==> src/rtl/gyro_pkg.sv <==
// Shared types and constants for the gyro SPI serf: frame FSM states,
// register map addresses and STATUS bit positions.
package gyro_pkg;

    typedef enum logic [1:0] {
        ST_IDLE = 2'd0,
        ST_CMD  = 2'd1,
        ST_DATA = 2'd2,
        ST_DONE = 2'd3
    } spi_state_e;

    // Command byte captured at the 8th SCLK rise.
    typedef struct packed {
        logic       rw;
        logic [6:0] addr;
    } spi_cmd_t;

    localparam int unsigned FRAME_BITS = 16;
    localparam int unsigned BIT_CNT_W  = 4;

    localparam logic [6:0] ADDR_INT1_CTRL = 7'h0D;
    localparam logic [6:0] ADDR_WHO_AM_I  = 7'h0F;
    localparam logic [6:0] ADDR_CTRL2_G   = 7'h11;
    localparam logic [6:0] ADDR_CTRL5     = 7'h14;
    localparam logic [6:0] ADDR_STATUS    = 7'h1E;
    localparam logic [6:0] ADDR_OUTZ_L    = 7'h26;
    localparam logic [6:0] ADDR_OUTZ_H    = 7'h27;

    localparam logic [2:0] STATUS_GDA_BIT = 3'd0;
    localparam logic [2:0] STATUS_OVR_BIT = 3'd1;
    localparam logic [2:0] INT1_DRDY_BIT  = 3'd1;

    function automatic logic [7:0] status_byte(input logic gda, input logic ovr);
        logic [7:0] s;
        s                 = 8'h00;
        s[STATUS_GDA_BIT] = gda;
        s[STATUS_OVR_BIT] = ovr;
        return s;
    endfunction

endpackage

==> src/rtl/spi_edge_sync.sv <==
// Two-flop synchronizer for one asynchronous SPI pin plus rise/fall detection
// on the synchronized copy.
module spi_edge_sync (
    input  logic clk,
    input  logic rst,
    input  logic async_in,
    output logic rise_c,
    output logic fall_c
);

    logic meta_q;
    logic sync_q;
    logic prev_q;

    // Reset low so a select held low across reset cannot fake a fresh fall.
    always_ff @(posedge clk) begin
        if (rst) begin
            meta_q <= 1'b0;
            sync_q <= 1'b0;
            prev_q <= 1'b0;
        end else begin
            meta_q <= async_in;
            sync_q <= meta_q;
            prev_q <= sync_q;
        end
    end

    assign rise_c = sync_q & ~prev_q;
    assign fall_c = ~sync_q & prev_q;

endmodule

==> src/rtl/gyro_serf.sv <==
// SPI mode-0 serf exposing a small gyro register map; samples yaw_in at a
// fixed output data rate and flags data-ready on INT.
module gyro_serf
    import gyro_pkg::*;
#(
    parameter int unsigned ODR_CLKS     = 1024,
    parameter logic [7:0]  WHO_AM_I_VAL = 8'h6A
) (
    input  logic        clk,
    input  logic        rst,
    input  logic        SS_n,
    input  logic        SCLK,
    input  logic        MOSI,
    output logic        MISO,
    input  logic [15:0] yaw_in,
    output logic        INT
);

    localparam int unsigned           ODR_W    = (ODR_CLKS > 1) ? $clog2(ODR_CLKS) : 1;
    localparam logic [ODR_W-1:0]      ODR_LAST = ODR_W'(ODR_CLKS - 1);
    localparam logic [BIT_CNT_W-1:0]  CMD_LAST = BIT_CNT_W'(FRAME_BITS / 2 - 1);
    localparam logic [BIT_CNT_W-1:0]  DAT_LAST = BIT_CNT_W'(FRAME_BITS - 1);

    logic ss_rise_c;
    logic ss_fall_c;
    logic sclk_rise_c;
    logic sclk_fall_c;
    logic mosi_meta_q;
    logic mosi_q;

    spi_edge_sync u_ss_sync (
        .clk      (clk),
        .rst      (rst),
        .async_in (SS_n),
        .rise_c   (ss_rise_c),
        .fall_c   (ss_fall_c)
    );

    spi_edge_sync u_sclk_sync (
        .clk      (clk),
        .rst      (rst),
        .async_in (SCLK),
        .rise_c   (sclk_rise_c),
        .fall_c   (sclk_fall_c)
    );

    // MOSI needs no edge detect, only the same two-flop latency as SCLK.
    always_ff @(posedge clk) begin
        if (rst) begin
            mosi_meta_q <= 1'b0;
            mosi_q      <= 1'b0;
        end else begin
            mosi_meta_q <= MOSI;
            mosi_q      <= mosi_meta_q;
        end
    end

    spi_state_e           state_q;
    spi_state_e           state_d;
    logic [BIT_CNT_W-1:0] bit_cnt_q;
    logic [6:0]           shift_q;
    logic [7:0]           rx_byte_c;
    spi_cmd_t             cmd_q;
    logic [7:0]           tx_q;
    logic [7:0]           rd_data_c;

    logic shift_en_c;
    logic load_cmd_c;
    logic end_frame_c;
    logic tx_shift_c;

    assign rx_byte_c = {shift_q, mosi_q};

    always_ff @(posedge clk) begin
        if (rst) begin
            state_q <= ST_IDLE;
        end else begin
            state_q <= state_d;
        end
    end

    always_comb begin
        state_d = state_q;
        unique case (state_q)
            ST_IDLE: if (ss_fall_c) state_d = ST_CMD;
            ST_CMD: begin
                if (ss_rise_c) begin
                    state_d = ST_IDLE;
                end else if (sclk_rise_c && bit_cnt_q == CMD_LAST) begin
                    state_d = ST_DATA;
                end
            end
            ST_DATA: begin
                if (ss_rise_c) begin
                    state_d = ST_IDLE;
                end else if (sclk_rise_c && bit_cnt_q == DAT_LAST) begin
                    state_d = ST_DONE;
                end
            end
            ST_DONE: if (ss_rise_c) state_d = ST_IDLE;
            default: state_d = ST_IDLE;
        endcase
    end

    // Frame strobes; an SS_n rise in the same cycle overrides any SCLK edge.
    always_comb begin
        shift_en_c  = 1'b0;
        load_cmd_c  = 1'b0;
        end_frame_c = 1'b0;
        tx_shift_c  = 1'b0;
        unique case (state_q)
            ST_CMD: begin
                if (!ss_rise_c && sclk_rise_c) begin
                    shift_en_c = 1'b1;
                    load_cmd_c = (bit_cnt_q == CMD_LAST);
                end
            end
            ST_DATA: begin
                if (!ss_rise_c) begin
                    shift_en_c  = sclk_rise_c;
                    end_frame_c = sclk_rise_c && (bit_cnt_q == DAT_LAST);
                    tx_shift_c  = sclk_fall_c;
                end
            end
            default: ;
        endcase
    end

    always_ff @(posedge clk) begin
        if (rst) begin
            bit_cnt_q <= '0;
            shift_q   <= '0;
        end else if (state_q == ST_IDLE) begin
            bit_cnt_q <= '0;
        end else if (shift_en_c) begin
            bit_cnt_q <= bit_cnt_q + BIT_CNT_W'(1);
            shift_q   <= rx_byte_c[6:0];
        end
    end

    // Read data is fetched at the 8th rise and shifted out on later falls.
    always_ff @(posedge clk) begin
        if (rst) begin
            cmd_q <= '0;
            tx_q  <= 8'h00;
        end else if (load_cmd_c) begin
            cmd_q <= spi_cmd_t'(rx_byte_c);
            tx_q  <= rx_byte_c[7] ? rd_data_c : 8'h00;
        end else if (tx_shift_c) begin
            tx_q <= {tx_q[6:0], 1'b0};
        end
    end

    logic miso_q;

    always_ff @(posedge clk) begin
        if (rst) begin
            miso_q <= 1'b0;
        end else if (state_d != ST_DATA) begin
            miso_q <= 1'b0;
        end else if (tx_shift_c) begin
            miso_q <= tx_q[7];
        end
    end

    assign MISO = miso_q;

    logic [7:0]       int1_ctrl_q;
    logic [7:0]       int1_ctrl_d;
    logic [7:0]       ctrl2_g_q;
    logic [7:0]       ctrl2_g_d;
    logic [7:0]       ctrl5_q;
    logic [7:0]       ctrl5_d;
    logic [15:0]      sample_q;
    logic [7:0]       shadow_q;
    logic             shadow_vld_q;
    logic             clr_pend_q;
    logic             gda_q;
    logic             gda_d;
    logic             ovr_q;
    logic             ovr_d;
    logic             int_q;
    logic [ODR_W-1:0] odr_cnt_q;
    logic             gyro_en_c;
    logic             tick_c;
    logic             wr_commit_c;
    logic             rd_done_c;
    logic             status_clr_c;

    assign wr_commit_c  = end_frame_c && !cmd_q.rw;
    assign rd_done_c    = end_frame_c && cmd_q.rw;
    assign status_clr_c = ss_rise_c && clr_pend_q;
    assign gyro_en_c    = (ctrl2_g_q != 8'h00);
    assign tick_c       = gyro_en_c && (odr_cnt_q == ODR_LAST);

    always_comb begin
        rd_data_c = 8'h00;
        case (rx_byte_c[6:0])
            ADDR_INT1_CTRL: rd_data_c = int1_ctrl_q;
            ADDR_WHO_AM_I:  rd_data_c = WHO_AM_I_VAL;
            ADDR_CTRL2_G:   rd_data_c = ctrl2_g_q;
            ADDR_CTRL5:     rd_data_c = ctrl5_q;
            ADDR_STATUS:    rd_data_c = status_byte(gda_q, ovr_q);
            ADDR_OUTZ_L:    rd_data_c = sample_q[7:0];
            ADDR_OUTZ_H:    rd_data_c = shadow_vld_q ? shadow_q : sample_q[15:8];
            default:        rd_data_c = 8'h00;
        endcase
    end

    always_comb begin
        int1_ctrl_d = int1_ctrl_q;
        ctrl2_g_d   = ctrl2_g_q;
        ctrl5_d     = ctrl5_q;
        if (wr_commit_c) begin
            case (cmd_q.addr)
                ADDR_INT1_CTRL: int1_ctrl_d = rx_byte_c;
                ADDR_CTRL2_G:   ctrl2_g_d   = rx_byte_c;
                ADDR_CTRL5:     ctrl5_d     = rx_byte_c;
                default: ;
            endcase
        end
    end

    // A tick landing on the clear wins: fresh data ready, overrun forgotten.
    always_comb begin
        gda_d = gda_q;
        ovr_d = ovr_q;
        if (tick_c) begin
            gda_d = 1'b1;
            ovr_d = status_clr_c ? 1'b0 : (gda_q | ovr_q);
        end else if (status_clr_c) begin
            gda_d = 1'b0;
            ovr_d = 1'b0;
        end
    end

    always_ff @(posedge clk) begin
        if (rst) begin
            int1_ctrl_q <= 8'h00;
            ctrl2_g_q   <= 8'h00;
            ctrl5_q     <= 8'h00;
            gda_q       <= 1'b0;
            ovr_q       <= 1'b0;
            int_q       <= 1'b0;
        end else begin
            int1_ctrl_q <= int1_ctrl_d;
            ctrl2_g_q   <= ctrl2_g_d;
            ctrl5_q     <= ctrl5_d;
            gda_q       <= gda_d;
            ovr_q       <= ovr_d;
            int_q       <= gda_d & int1_ctrl_d[INT1_DRDY_BIT];
        end
    end

    assign INT = int_q;

    always_ff @(posedge clk) begin
        if (rst) begin
            odr_cnt_q <= '0;
            sample_q  <= 16'h0000;
        end else if (!gyro_en_c || tick_c) begin
            odr_cnt_q <= '0;
            if (tick_c) sample_q <= yaw_in;
        end else begin
            odr_cnt_q <= odr_cnt_q + ODR_W'(1);
        end
    end

    // High-byte shadow keeps OUTZ_L/OUTZ_H coherent across a tick.
    always_ff @(posedge clk) begin
        if (rst) begin
            shadow_q     <= 8'h00;
            shadow_vld_q <= 1'b0;
            clr_pend_q   <= 1'b0;
        end else begin
            if (rd_done_c && cmd_q.addr == ADDR_OUTZ_L) begin
                shadow_q     <= sample_q[15:8];
                shadow_vld_q <= 1'b1;
            end else if (rd_done_c && cmd_q.addr == ADDR_OUTZ_H) begin
                shadow_vld_q <= 1'b0;
            end
            if (ss_rise_c) begin
                clr_pend_q <= 1'b0;
            end else if (rd_done_c && cmd_q.addr == ADDR_OUTZ_H) begin
                clr_pend_q <= 1'b1;
            end
        end
    end

endmodule
==> config.mk <==
export PLATFORM = sky130hd
export DESIGN_NAME = gyro_serf
export DESIGN_NICKNAME = d
export VERILOG_FILES = /design/src/rtl/gyro_pkg.sv /design/src/rtl/spi_edge_sync.sv /design/src/rtl/gyro_serf.sv
export SDC_FILE = /design/constraint.sdc
export NUM_CORES = 1
export LEC_CHECK = 0
export BUFFER_PORTS_ARGS = -buffer_cell sky130_fd_sc_hd__buf_2
export CORE_MARGIN = 3
export CORE_UTILIZATION = 32
export CTS_CLUSTER_DIAMETER = 200
export CTS_CLUSTER_SIZE = 14
export DETAILED_ROUTE_END_ITERATION = 8
export SYNTH_ARGS = -nofsm -noshare
export SYNTH_HDL_FRONTEND = slang
export SYNTH_HIERARCHICAL = 1
export SYNTH_SLANG_ARGS = --single-unit
==> constraint.sdc <==
create_clock -name clk -period 5.8 [get_ports clk]
set_input_delay 0.58 -clock clk [delete_from_list [all_inputs] [get_ports clk]]
set_output_delay 0.58 -clock clk [all_outputs]
set_load 0.02 [all_outputs]
-- Word-level counts from Yosys, hierarchy flattened
Index checks and enable logic that the tools add are counted.
- muxes and demuxes: 30
- $add $sub $neg: 2
- bitwise operators: 11
- equality and inequality tests: 19
- reductions and logical operators: 27
- operator list (operator ; count):
    8-bit one-hot mux with 7 select lines ; 1
    7-bit by 5-bit equality test with 1-bit output, second input constant ; 5
    8-bit 2-to-1 mux ; 4
    7-bit by 6-bit equality test with 1-bit output, second input constant ; 4
    7-bit by 4-bit equality test with 1-bit output, second input constant ; 3
    2-bit 2-to-1 mux ; 8
    1-bit 2-to-1 mux ; 15
    10-bit by 1-bit adder with 10-bit output, second input constant ; 1
    10-bit equality test, second input constant ; 1
    2-bit AND reduction ; 5
    1-bit logical AND ; 9
    2-bit one-hot mux with 4 select lines ; 1
    8-bit nonzero test ; 1
    2-bit OR reduction ; 4
    2-bit nonzero test ; 3
    1-bit bitwise AND ; 5
    1-bit NOT ; 5
    4-bit by 1-bit adder with 4-bit output, second input constant ; 1
    2-bit equality test, second input constant ; 2
    4-bit by 3-bit equality test with 1-bit output, second input constant ; 1
    4-bit equality test, second input constant ; 1
    1-bit logical NOT ; 3
    2-bit by 1-bit equality test with 1-bit output, second input constant ; 1
    2-bit logical NOT ; 1
    other kinds (4) ; 4
- output and inout port bits: 2
- logic and storage cells: 116
- input bits: 21
- register bits after elaboration: 101

-- Logic depth before layout (Yosys ltp)
- depth after elaboration: 9
- depth in mapped cells: 8
- gate-level depth less buffers: 7

-- Hierarchy
Netlist, hierarchy kept.
- by module, submodules not included (module ; cells each ; times used ; area an instance (sq um) ; seq. area each (sq um)):
    gyro_serf ; 468 ; 1 ; 4301.6 ; 1901.8
    spi_edge_sync ; 8 ; 2 ; 91.3 ; 60.1

-- Worst setup path after synthesis
No wires, ideal clock.
- path kind: register to register
- from: register state_q[0]
- to: register shift_q[0]
- arrival: 1.823 ns
- buffers on the path: 1
- stages on the path, launching flop included: 7
- required time: 5.672 ns
- library setup time: 0.128 ns
- period minus slack after synthesis: 1.951 ns
- path slack: 3.849 ns
- cell sequence: dfxtp_1 > inv_1 > ha_1 > clkbuf_1 > nor4_2 > mux2i_1 > nor2_1
- word-level cells in the longest chain between the ends: 3
- elaborated cells on any way between the ends: 6
- those cells by class: eq/ne: 2; mux: 1; bitwise: 1; reduce/logical: 2
- RTL lines (element ; RTL line ; text):
    start: declaration ; gyro_serf.sv:58 ; spi_state_e state_q;
    start signal: assignment ; gyro_serf.sv:78 ; state_q <= state_d;
    2-bit equality test, or another cell as far along ; gyro_serf.sv:111 ; unique case (state_q)
    1-bit one-hot mux with 2 select lines or 1-bit NOT (tied branches) ; - ;
    2-bit AND reduction (no line) (*) ; - ;
    end signal: assignment ; gyro_serf.sv:137 ; shift_q <= rx_byte_c[6:0];
    end: declaration ; gyro_serf.sv:61 ; logic [6:0] shift_q;
Mark *: on every way between the ends. The rest lies on a longest branch, timed or not.
A chain may end at the register's enable or synchronous reset.

-- Worst setup path in the final report
- from: register bit_cnt_q[0]
- to: register int_q, in the netlist INT
- word-level cells in the longest chain between the ends: 7
- RTL lines (element ; RTL line ; text):
    start: declaration ; gyro_serf.sv:60 ; logic [BIT_CNT_W-1:0] bit_cnt_q;
    start signal: assignment ; gyro_serf.sv:136 ; bit_cnt_q <= bit_cnt_q + BIT_CNT_W'(1);
    4-bit equality test ; gyro_serf.sv:121 ; end_frame_c = sclk_rise_c && (bit_cnt_q == DAT_LAST);
    1-bit logical AND ; gyro_serf.sv:121 ;
    1-bit 2-to-1 mux ; gyro_serf.sv:119 ; if (!ss_rise_c) begin
    1-bit 2-to-1 mux ; gyro_serf.sv:111 ;
    1-bit logical AND ; gyro_serf.sv:190 ; assign wr_commit_c = end_frame_c && !cmd_q.rw;
    2-bit 2-to-1 mux ; gyro_serf.sv:214 ; if (wr_commit_c) begin
    1-bit bitwise AND ; gyro_serf.sv:251 ; int_q <= gda_d & int1_ctrl_d[INT1_DRDY_BIT];
    end signal: assignment ; gyro_serf.sv:251 ;
    end: declaration ; gyro_serf.sv:182 ; logic int_q;
No other way between the ends.

==> flow_summary.ini <==
[timing]
fmax_mhz = 372
finalSetupTns_ps = 0
finClkSkew_ps = 6.19
worst_pin_slew_ps = 1260
relSlewSlack = 0.158
rsz0062_at_grt = false
hold_viol = 0
setup_viol = 0
fin_crit_ps = 2690
period_share = 0.463
hold_ws_ps = 438
slew_viol_final = 0

[yosys]
synth.most_common_cell = dfxtp_1
yosysUniqueCellTypes = 54
ys_seq_elements = 101
synth_top_area_frac = 0.451
synthArstFlopShare = 0
ys.warnings.count = 6
synth-edff-count = 0
syn_inst = 484
mappedNetlistArea_um2 = 4480
yosysSeqAreaShare = 0.451
syn_area_per_cell_um2 = 9.27
yosysTopAreaCell = dfxtp_1
ys_top_cells_by_count = dfxtp_1 (101), nor2_1 (99), mux2i_1 (63), nand2_1 (28), clkbuf_1 (21)
synthTopCellsByArea = dfxtp_1 (45%), mux2i_1 (14%), nor2_1 (8.3%)
ys.flop_type = dfxtp_1
synth_fp_nets = 511

[global_route]
grt_max_degree = 49
grt_overflow = 0
grt_first_pass_wirelength_mm = 16.5
grt.total_usage = 0.129
grt_pass1_vias = 3347
antenna_found_initial = 0

[hold_path]
min_path_type = reg -> reg
hp-start = u_sclk_sync/meta_q$_SDFF_PP0_

[clock_network]
cts_root_buffer = clkbuf_16
numClockSinks = 101
cts_buffers = 9
path_clk_slew_ps = 70
post-cts-setup-buffer-count = 0
cts.repair.resized = 0
clock_path_buffers = 2
cts.hold.buffers_added = 0
htree_levels = 3
cts_tree = yes
clk-insertion-delay-late_ps = 350

[critical_path]
reg2reg_setup_slack_ps = 3110
cp-end-kind = flop
critPathLaunchType = flop
cp_slowest_cell = nor4b_2
path_max_fanout = 8
worst-setup-path-type = reg -> reg
cp-startpoint = bit_cnt_q[0]$_SDFFE_PP0P_
path_cells = ha_1 > and4_1 > nand3_1 > nor4b_2 > mux2i_1 > nor2b_1
arrival_ps = 2920
worstReg2RegStart = bit_cnt_q[0]$_SDFFE_PP0P_
cpPeakStageDelay_ps = 1070
crit_required_ps = 6040
path_buf_inv = 0
critPathTopFamily = simple AND/OR/NAND/NOR gates

[finish]
filler_cell_count = 1420
finish.utilization = 0.368
ff_latch_area_um2 = 2020
syn2layout_area_growth_pct = 10.5
nets = 514
antennaDiodeCount = 0
drive_above_1_share = 0.102
multiInputGateArea_um2 = 2300

[placement]
dp_hpwl_mm = 6.81
io_buffers = 22
gp_congestion = 0.860

[run]
maxCapViolations = 0

[detailed_routing]
avgViaCountPerCell = 5.07
drt-wirelength-per-cell_um = 14.7
totalWireLength_mm = 9.81
drc = 0
antenna_left = 0
dr.pass1.iters = 5
drtIter0Drc = 177
vias = 3385

[pwr]
cellPowerDensity_nw_per_um2 = 258
swShare = 0.216
p_seq_frac = 0.549
p_leak_nw = 1.77
peakVddDrop_uv = 256
p_clk_frac = 0.422
combPwrFrac = 0.029
p_int_mw = 1.00
p_sw_mw = 0.276

[floorplanning]
ios = 23
rows = 42
core_um2 = 13500
start_util = 0.333
die-width_um = 124
fp.dieH_um = 124
fp.dieArea_um2 = 15500

[run_status]
status = completed
-- metal layers --
layer | wire [um] | part of all wire | GRT usage | vias to the layer above
li1 | - | - | - | 1700
met1 | 4730 | 0.48 | 0.164 | 1631
met2 | 4640 | 0.47 | 0.214 | 47
met3 | 346 | 0.035 | 0.0373 | 7
met4 | 95 | 0.0097 | 0.0329 | 0
met5 | 0 | 0 | 0 | -
-- metrics by stage --
stage / instance area, um2 / total power [mW] / cells / setup WS, ps
after floorplan: 4480 / 0.740 / 484 / 3850
after global placement: 4700 / 0.752 / 652 / 3220
after detailed placement: 4700 / 0.754 / 652 / 3160
after CTS: 4960 / 1.30 / 668 / 3150
after global routing: 4960 / 1.32 / 668 / 2960
final: 4960 / 1.28 / 668 / 3110
-- cell families after synthesis --
group | synth area share
simple gates | 0.229
fa+ha+maj | 0.0167
buf+inv | 0.0379
compound gates | 0.0985
flops | 0.451
mux | 0.146
xor+xnor | 0.0215
-- sequential cells by signal, summed over array words and instances, names as in the netlist, 2 cells and up --
signal / count
sample_q: 16
ctrl5_q: 8
shift_q: 7
tx_q: 8
ctrl2_g_q: 8
state_q: 2
odr_cnt_q: 10
cmd_q: 8
bit_cnt_q: 4
int1_ctrl_q: 8
shadow_q: 8
-- path summary, 6_finish.rpt --
kind                                         to  cells past startpoint
hold reg to reg   u_sclk_sync/sync_q$_SDFF_PP0_                      1
hold / removal    u_sclk_sync/sync_q$_SDFF_PP0_                      1
setup reg to reg                 INT$_SDFF_PP0_                      6
setup / recovery                 INT$_SDFF_PP0_                      6
-- cells in the final DEF, fill, tap and decap left out, types with 9 or more instances in the layout --
cell	instances
a21oi_1	14
dfxtp_1	101
nor2b_1	13
buf_2	22
a211oi_1	11
clkbuf_16	9
mux2i_1	63
nor2_1	99
nand2_1	28
nor3_1	11
-- worst register-to-register path, delay by kind of cell (launching register included) --
kind / cells / cell delay, ps
adders and majority gates: 1 / 220
DFF: 1 / 370
muxes: 1 / 330
and+or+nand+nor: 4 / 1660
-- power by group through the flow --
stage	Sequential [mW]	Clock (mW)	Combinational, mW
6_report	0.701	0.539	0.0373
5_1_grt	0.701	0.582	0.0416
4_1_cts	0.701	0.557	0.0373
3_5_place_dp	0.717	0	0.0371
3_3_place_gp	0.716	0	0.0357
2_1_floorplan	0.714	0	0.0257
-- cell type report --
class,count,area share
clock buffers,14,0.0492
flip-flops and latches,101,0.408
inverters,8,0.00606
multi-input cells,343,0.465
well taps,176,0.0444
repair buffers,24,0.0252
clock inverters,2,0.00202
Note: power is estimated with default switching activity, not from simulation.
